$ cat config.mk
export PLATFORM = sky130hd
export DESIGN_NAME = data_mem_if_flat
export DESIGN_NICKNAME = d
export VERILOG_FILES = /design/src/rtl/data_mem_if_if.sv /design/src/rtl/data_mem_if.sv /design/src/flat_wrapper.sv
export SDC_FILE = /design/constraint.sdc
export NUM_CORES = 1
export LEC_CHECK = 0
export BUFFER_PORTS_ARGS = -buffer_cell sky130_fd_sc_hd__buf_2
export CAP_MARGIN = 0
export CELL_PAD_IN_SITES_DETAIL_PLACEMENT = 2
export CELL_PAD_IN_SITES_GLOBAL_PLACEMENT = 2
export CORE_UTILIZATION = 30
export CTS_CLUSTER_DIAMETER = 60
export DETAILED_ROUTE_END_ITERATION = 16
export HOLD_SLACK_MARGIN = 0.02
export PLACE_DENSITY = 0.84
export SLEW_MARGIN = 20
export SYNTH_ARGS = -nofsm -noshare
export SYNTH_HDL_FRONTEND = slang
export SYNTH_SLANG_ARGS = --single-unit
$ cat constraint.sdc
create_clock -name clk -period 2.2 [get_ports clk]
set_input_delay 0.11 -clock clk [delete_from_list [all_inputs] [get_ports clk]]
set_output_delay 0.11 -clock clk [all_outputs]
set_load 0.02 [all_outputs]
$ cat src/rtl/data_mem_if_if.sv
// Data bus bundle between the MEM-stage load/store unit and memory.
// The LSU drives request fields; memory answers with gnt/rvalid/rdata.
interface data_mem_if_if;
  logic        dbus_req_o;
  logic        dbus_we_o;
  logic [31:0] dbus_addr_o;
  logic [3:0]  dbus_be_o;
  logic [31:0] dbus_wdata_o;
  logic        dbus_gnt_i;
  logic        dbus_rvalid_i;
  logic [31:0] dbus_rdata_i;

  modport master (
    output dbus_req_o, dbus_we_o, dbus_addr_o,
    output dbus_be_o, dbus_wdata_o,
    input  dbus_gnt_i, dbus_rvalid_i, dbus_rdata_i
  );

  modport slave (
    input  dbus_req_o, dbus_we_o, dbus_addr_o,
    input  dbus_be_o, dbus_wdata_o,
    output dbus_gnt_i, dbus_rvalid_i, dbus_rdata_i
  );
endinterface

$ cat src/rtl/data_mem_if.sv
// MEM-stage load/store unit: runs one EX/MEM access over the data bus,
// stalls the pipe until it completes and returns extended load data.
module data_mem_if (
  input  logic          clk,
  input  logic          rst_n,
  input  logic          mem_read_i,
  input  logic          mem_write_i,
  input  logic [2:0]    funct3_i,
  input  logic [31:0]   addr_i,
  input  logic [31:0]   wdata_i,
  output logic          stall_o,
  output logic [31:0]   rdata_o,
  output logic          misaligned_o,
  data_mem_if_if.master dbus
);

  typedef enum logic [1:0] {
    S_IDLE,
    S_REQ,
    S_WAIT_R,
    S_DONE
  } state_t;

  state_t r_state;
  state_t w_next;

  logic        w_access;
  logic        w_err;
  logic        w_start;
  logic [3:0]  w_be;
  logic [31:0] w_wdata;
  logic [31:0] w_shift;
  logic [31:0] w_ext;

  logic        r_req;
  logic        r_we;
  logic [31:0] r_addr;
  logic [3:0]  r_be;
  logic [31:0] r_wdata;
  logic [31:0] r_rdata;
  logic        r_mis;
  logic [2:0]  r_f3;
  logic [1:0]  r_off;

  assign w_access = mem_read_i | mem_write_i;
  assign w_start  = (r_state == S_IDLE) & w_access;

  always_comb begin
    w_err = 1'b1;
    unique case (funct3_i)
      3'b000, 3'b100: w_err = 1'b0;
      3'b001, 3'b101: w_err = addr_i[0];
      3'b010:         w_err = |addr_i[1:0];
      default:        w_err = 1'b1;
    endcase
  end

  always_comb begin
    w_be    = 4'b1111;
    w_wdata = wdata_i;
    unique case (1'b1)
      funct3_i[1:0] == 2'b00: begin
        w_be    = 4'b0001 << addr_i[1:0];
        w_wdata = {4{wdata_i[7:0]}};
      end
      funct3_i[1:0] == 2'b01: begin
        w_be    = 4'b0011 << addr_i[1:0];
        w_wdata = {2{wdata_i[15:0]}};
      end
      default: begin
        w_be    = 4'b1111;
        w_wdata = wdata_i;
      end
    endcase
  end

  // Lane offset and size were captured at issue; the pipe may move on.
  assign w_shift = dbus.dbus_rdata_i >> {r_off, 3'b000};

  always_comb begin
    w_ext = w_shift;
    unique case (r_f3)
      3'b000:  w_ext = {{24{w_shift[7]}}, w_shift[7:0]};
      3'b100:  w_ext = {24'b0, w_shift[7:0]};
      3'b001:  w_ext = {{16{w_shift[15]}}, w_shift[15:0]};
      3'b101:  w_ext = {16'b0, w_shift[15:0]};
      default: w_ext = w_shift;
    endcase
  end

  always_comb begin
    w_next = r_state;
    unique case (r_state)
      S_IDLE: begin
        if (w_access) w_next = w_err ? S_DONE : S_REQ;
      end
      S_REQ: begin
        if (dbus.dbus_gnt_i) w_next = r_we ? S_DONE : S_WAIT_R;
      end
      S_WAIT_R: begin
        if (dbus.dbus_rvalid_i) w_next = S_DONE;
      end
      S_DONE: w_next = S_IDLE;
    endcase
  end

  always_ff @(posedge clk or negedge rst_n) begin
    if (!rst_n) r_state <= S_IDLE;
    else        r_state <= w_next;
  end

  always_ff @(posedge clk or negedge rst_n) begin
    if (!rst_n) begin
      r_req   <= 1'b0;
      r_we    <= 1'b0;
      r_addr  <= '0;
      r_be    <= '0;
      r_wdata <= '0;
      r_rdata <= '0;
      r_mis   <= 1'b0;
      r_f3    <= '0;
      r_off   <= '0;
    end else begin
      r_mis <= w_start & w_err;
      if (w_start && !w_err) begin
        r_req   <= 1'b1;
        r_we    <= ~mem_read_i;
        r_addr  <= {addr_i[31:2], 2'b00};
        r_be    <= w_be;
        r_wdata <= w_wdata;
        r_f3    <= funct3_i;
        r_off   <= addr_i[1:0];
      end
      if (r_state == S_REQ && dbus.dbus_gnt_i)
        r_req <= 1'b0;
      if (r_state == S_WAIT_R && dbus.dbus_rvalid_i)
        r_rdata <= w_ext;
    end
  end

  assign stall_o = (r_state == S_REQ) |
                   (r_state == S_WAIT_R) |
                   w_start;

  assign rdata_o           = r_rdata;
  assign misaligned_o      = r_mis;
  assign dbus.dbus_req_o   = r_req;
  assign dbus.dbus_we_o    = r_we;
  assign dbus.dbus_addr_o  = r_addr;
  assign dbus.dbus_be_o    = r_be;
  assign dbus.dbus_wdata_o = r_wdata;

endmodule

$ cat src/flat_wrapper.sv
// flat-port wrapper written by rule: the top's interface ports become plain ports
module data_mem_if_flat 
  (clk, rst_n, mem_read_i, mem_write_i, funct3_i, addr_i, wdata_i, stall_o, rdata_o, misaligned_o, dbus_dbus_req_o, dbus_dbus_we_o, dbus_dbus_addr_o, dbus_dbus_be_o, dbus_dbus_wdata_o, dbus_dbus_gnt_i, dbus_dbus_rvalid_i, dbus_dbus_rdata_i);
  data_mem_if_if dbus_i ();
  input  logic clk;
  input  logic rst_n;
  input  logic mem_read_i;
  input  logic mem_write_i;
  input  logic [2:0] funct3_i;
  input  logic [31:0] addr_i;
  input  logic [31:0] wdata_i;
  output logic stall_o;
  output logic [31:0] rdata_o;
  output logic misaligned_o;
  output wire logic [$bits(dbus_i.dbus_req_o)-1:0] dbus_dbus_req_o;
  output wire logic [$bits(dbus_i.dbus_we_o)-1:0] dbus_dbus_we_o;
  output wire logic [$bits(dbus_i.dbus_addr_o)-1:0] dbus_dbus_addr_o;
  output wire logic [$bits(dbus_i.dbus_be_o)-1:0] dbus_dbus_be_o;
  output wire logic [$bits(dbus_i.dbus_wdata_o)-1:0] dbus_dbus_wdata_o;
  input wire logic [$bits(dbus_i.dbus_gnt_i)-1:0] dbus_dbus_gnt_i;
  input wire logic [$bits(dbus_i.dbus_rvalid_i)-1:0] dbus_dbus_rvalid_i;
  input wire logic [$bits(dbus_i.dbus_rdata_i)-1:0] dbus_dbus_rdata_i;
  assign dbus_dbus_req_o = dbus_i.dbus_req_o;
  assign dbus_dbus_we_o = dbus_i.dbus_we_o;
  assign dbus_dbus_addr_o = dbus_i.dbus_addr_o;
  assign dbus_dbus_be_o = dbus_i.dbus_be_o;
  assign dbus_dbus_wdata_o = dbus_i.dbus_wdata_o;
  assign dbus_i.dbus_gnt_i = dbus_dbus_gnt_i;
  assign dbus_i.dbus_rvalid_i = dbus_dbus_rvalid_i;
  assign dbus_i.dbus_rdata_i = dbus_dbus_rdata_i;
  data_mem_if u_core (.clk(clk), .rst_n(rst_n), .mem_read_i(mem_read_i), .mem_write_i(mem_write_i), .funct3_i(funct3_i), .addr_i(addr_i), .wdata_i(wdata_i), .stall_o(stall_o), .rdata_o(rdata_o), .misaligned_o(misaligned_o), .dbus(dbus_i));
endmodule
# --- Yosys cells after proc, flatten, opt, wreduce, memory -nomap -nowiden ---
# Index checks and enable logic that the tools add are counted.
totals:
  output_inout_bits: 104
  reg_bits: 108
  input_bits: 105
  wordCells: 58
op_classes:
  bitwise_logic: 6
  reduce_logical: 13
  eq_ne: 14
  mux: 12
  n_shift: 3
op_table:
  columns: ["cell", "n"]
  rows:
  - ["one-hot mux 32 bit (4 select lines)", 1]
  - ["one-hot mux 32 bit (2 select lines)", 1]
  - ["right shift 32 x 5 -> 32 bit", 1]
  - ["== test 3 bit, second input constant", 4]
  - ["2-to-1 mux 2 bit", 4]
  - ["one-hot mux 2 bit (4 select lines)", 1]
  - ["one-hot mux 4 bit (2 select lines)", 1]
  - ["== test 3 x 1 -> 1 bit, second input constant", 2]
  - ["logical NOT 3 bit", 2]
  - ["OR reduction 2 bit", 3]
  - ["== test 2 x 1 -> 1 bit, second input constant", 2]
  - ["== test 2 bit, second input constant", 2]
  - ["logical NOT 2 bit", 2]
  - ["inequality test 2 bit, second input constant", 2]
  - ["<< shifter 1 x 2 -> 4 bit, first input constant", 1]
  - ["<< shifter 2 x 2 -> 4 bit, first input constant", 1]
  - ["== test 3 x 2 -> 1 bit, second input constant", 1]
  - ["logical AND 1 bit", 3]
  - ["2-to-1 mux 1 bit", 3]
  - ["OR 1 bit", 3]
  - ["one-hot mux 1 bit (3 select lines)", 1]
  - ["AND reduction 3 bit", 1]
  - ["bitwise AND 1 bit", 2]
  - ["inequality test 2 x 1 -> 1 bit, second input constant", 1]
  - ["3 further kinds", 3]

# --- Logic depth before layout (Yosys ltp) ---
depth:
  ltp_word: 7
  ltp_mapped: 8
  depth_no_buf: 6

# --- Worst setup path after synthesis ---
# OpenSTA, ideal clock, no wires.
synth_timing:
  path_kind: "register to register"
  start: "register u_core.r_state[0]"
  end: "register u_core.r_rdata[2], in the netlist u_core.rdata_o[2]"
  t_required_ns: 2.075
  n_path_buf: 2
  stages_incl_launch_ff: 7
  setup_slack_ns: 0.420
  t_arrival_ns: 1.655
  path_cell_list: "dfrtp_1 inv_1 ha_1 and2_1 clkbuf_1 clkbuf_1 mux2_2"
synth_between:
  elab_chain_len: 2
synth_rtl:
  columns: ["element", "line_no", "text"]
  rows:
  - ["from (decl)", "data_mem_if.sv:24", "state_t r_state;"]
  - ["from (signal assigned)", "data_mem_if.sv:109", "else r_state <= w_next;"]
  - ["== test 2 bit", "data_mem_if.sv:136", "if (r_state == S_WAIT_R && dbus.dbus_rvalid_i)"]
  - ["logical AND 1 bit", "data_mem_if.sv:136", null]
  - ["to (signal assigned)", "data_mem_if.sv:137", "r_rdata <= w_ext;"]
  - ["to (decl)", "data_mem_if.sv:40", "logic [31:0] r_rdata;"]
# No other way between the ends.
# A chain may end at the register's enable or synchronous reset.

# --- Worst setup path in the final report ---
layout_timing:
  start: "register u_core.r_state[0]"
  end: "register u_core.r_addr[6], in the netlist u_core.dbus.dbus_addr_o[6]"
layout_between:
  elab_chain_len: 3
layout_rtl:
  columns: ["element", "line_no", "text"]
  rows:
  - ["logical NOT 2 bit", "data_mem_if.sv:46", "assign w_start = (r_state == S_IDLE) & w_access;"]
  - ["bitwise AND 1 bit", "data_mem_if.sv:46", null]
  - ["logical AND 1 bit", "data_mem_if.sv:125", "if (w_start && !w_err) begin"]
  - ["to (signal assigned)", "data_mem_if.sv:128", "r_addr <= {addr_i[31:2], 2'b00};"]
  - ["to (decl)", "data_mem_if.sv:37", "logic [31:0] r_addr;"]
# No other way between the ends.

==> results.cfg <==
[setup_path]
cp.arrival_ns = 2.23
cp-start-kind = register
critPathMaxFanout = 29
timing_worst_setup_path_type = register to register
crit_required_ns = 2.43
end_kind = register

[clock_tree]
cts_max_path_buffers = 2
path_clk_slew_ns = 0.07
cts_buffers = 9
cts-root-buf = clkbuf_16
cts_tree = yes
cts-hold-fix-buffers = 33
post-cts-setup-buffers = 0
cts_sinks = 108
ctsResizeCount = 0
clkLatencyLatePin_ns = 0.35
h-tree-depth = 3

[power]
ir_worst_vdd_uv = 551
p_per_area_mw_per_mm2 = 1480
power_mw = 10.5
pwr-share-clk_pct = 14.4
switching_power_mw = 4.51
p_int_mw = 5.96
swShare_pct = 43.1
p_leak_nw = 3.63
p_comb_share_pct = 50.5
seqPwrFrac_pct = 35.1

[logic_synthesis]
synth.most_common_cell = dfrtp_1
synth_edf_count = 0
netlist_top_cells_area = dfrtp_1 52%, mux2_4 12%, mux2i_1 8.1%
yosys-top-cells-count = 108 x dfrtp_1, 42 x mux2i_1, 40 x mux2_4
syn_inst = 444
syn_area_per_cell_um2 = 11.8
ys_seq_elements = 108
async_flop_share_pct = 100
yosysWarnings = 0
ys_seq_area_share_pct = 51.8
synth_area_mm2 = 0.00522
ys.flop_type = dfrtp_1
netlist-cell-type-count = 39
yosysTopAreaCell = dfrtp_1
netlist.area_leader.share_pct = 51.8

[sta]
tightestPinTransition_ns = 0.628
grt_setup_unrepaired = no
relSlewSlack_pct = 58.0
hold_ws_ns = 0.0365
finalWorstSetupSlack_ns = 0.207
finClkSkew_ns = 0.00620
setup-tns-final_ns = 0
fin_crit_sh_pct = 90.6
fmax_ghz = 0.502
final_hold_viol_count = 0
slew_viol_final = 0
setup_viol_count_final = 0
min_period_ns = 1.99

[routing]
drc_errors = 0
drt-wirelength-per-cell_um = 20.1
vias = 4406
firstDrtPassIters = 6
vias_per_cell = 4.88
drt_iter0_drc = 138
wirelength_mm = 18.1
antenna_left = 0

[cells_and_area]
fin_cells = 903
antennaDiodeCount = 0
drive_gt1_share_pct = 42.2
final_util_pct = 42.3
multi_input_area_mm2 = 0.00231
final_cell_area_mm2 = 0.00709
ff_latch_area_mm2 = 0.00270
nets = 788
area_growth_pct = 35.9
n_fill_cell = 1800

[floorplanning]
core_mm2 = 0.0168
start_util_pct = 31.2
dieArea_mm2 = 0.0179
rows = 47
die_x_um = 134
num_io_pins = 209
die_h_um = 134

[grt]
grt_pass1_vias = 5032
antenna_found_initial = 1
globalRouteTotalUtil_pct = 20.8
grt_overflow = 0
grt_pass1_wl_mm = 28.2
grt_start_max_net_pins = 42

[placement]
dp_cells = 855
dp_worst_setup_slack_ns = 0.230
post-dp-hpwl_mm = 13.6
io_buffers = 206
gp_congestion = 0.842
place_area_mm2 = 0.00650

[run]
cap_violations = 0

[outcome]
status = finished, final reports clean

[worst_hold_path]
hold_class = input pin to register
layer usage:
metal	GRT usage [%]	routed length, um	vias up
met3	4.35	1020	22
li1	-	-	2020
met4	6.94	322	2
met1	24.6	7500	2206
met5	0	10	-
met2	37.1	9260	156
critical path: stages (launching register included):
cell and delay [ns]:
dfrtp_1 0.35, inv_1 0.10, ha_1 0.23, o21ai_0 0.15, o21bai_4 0.37, buf_12 0.32
mux2_4 0.34
worst paths after layout:
kind,start,endpoint,slack [ns],cells past startpoint
max in group asynchronous,rst_n,u_core.dbus.dbus_wdata_o[25]$_DFFE_PN0P_,1.11,3
worst max-delay path,u_core.r_state[0]$_DFFE_PN0P_,u_core.dbus.dbus_addr_o[6]$_DFFE_PN0P_,0.21,6
worst min-delay path,wdata_i[31],u_core.dbus.dbus_wdata_o[31]$_DFFE_PN0P_,0.04,3
min in group asynchronous,rst_n,u_core.rdata_o[26]$_DFFE_PN0P_,0.24,2
worst max register to register,u_core.r_state[0]$_DFFE_PN0P_,u_core.dbus.dbus_addr_o[6]$_DFFE_PN0P_,0.21,6
worst min register to register,u_core.dbus.dbus_be_o[2]$_DFFE_PN0P_,u_core.dbus.dbus_be_o[2]$_DFFE_PN0P_,0.47,1
state kept, by name (all words and copies together) (netlist names):
name / cells
u_core.misaligned_o: 1
u_core.r_f3: 3
u_core.dbus.dbus_we_o: 1
u_core.rdata_o: 32
u_core.dbus.dbus_wdata_o: 32
u_core.dbus.dbus_addr_o: 30
u_core.dbus.dbus_req_o: 1
u_core.dbus.dbus_be_o: 4
u_core.r_state: 2
u_core.r_off: 2
cell usage in the layout (no fill, tap or decap), types with 2 or more instances in the layout:
| cell | instances |
|---|---|
| clkinv_2 | 2 |
| mux2_1 | 3 |
| buf_12 | 2 |
| nand2b_1 | 2 |
| a22oi_1 | 2 |
| dlygate4sd3_1 | 33 |
| o2bb2ai_1 | 7 |
| ha_1 | 4 |
| dfrtp_1 | 108 |
| clkbuf_16 | 9 |
| and2_1 | 9 |
| mux2_2 | 7 |
| nor2b_1 | 9 |
| a211oi_1 | 8 |
| mux2_4 | 40 |
| o21a_1 | 2 |
| o22a_1 | 16 |
| clkbuf_1 | 2 |
| buf_2 | 205 |
| conb_1 | 2 |
| nor2_1 | 37 |
| nand3b_1 | 2 |
| o21ai_1 | 30 |
| mux2i_1 | 42 |
| a21oi_1 | 26 |
| buf_4 | 17 |
| nand2_1 | 36 |
| inv_1 | 6 |
logic make-up after synthesis:
family	synth area share, %
mux	21.7
other cells	0.0718
buf+inv	4.27
simple gates	8.84
fa+ha+maj	0.959
compound gates	12.4
flops	51.8
area by class of cell:
type                       count  area share (%)
sequential                   108            38.1
multi-input combinational    297            32.6
inverter                       6           0.317
tap                          220            3.88
clock buffer                  11            3.28
timing repair buffer         257            21.5
clock inverter                 4           0.370
power groups by stage:
| stage | sequential, mW | combinational [mW] | clock (mW) |
|---|---|---|---|
| 2_1_floorplan | 4.64 | 2.38 | 0 |
| 3_3_place_gp | 3.63 | 5.02 | 0 |
| 3_5_place_dp | 3.68 | 5.28 | 0 |
| 4_1_cts | 3.67 | 5.34 | 1.54 |
| 5_1_grt | 3.81 | 5.68 | 1.62 |
| 6_report | 3.67 | 5.29 | 1.51 |
Power figures use the tool's default switching activity.
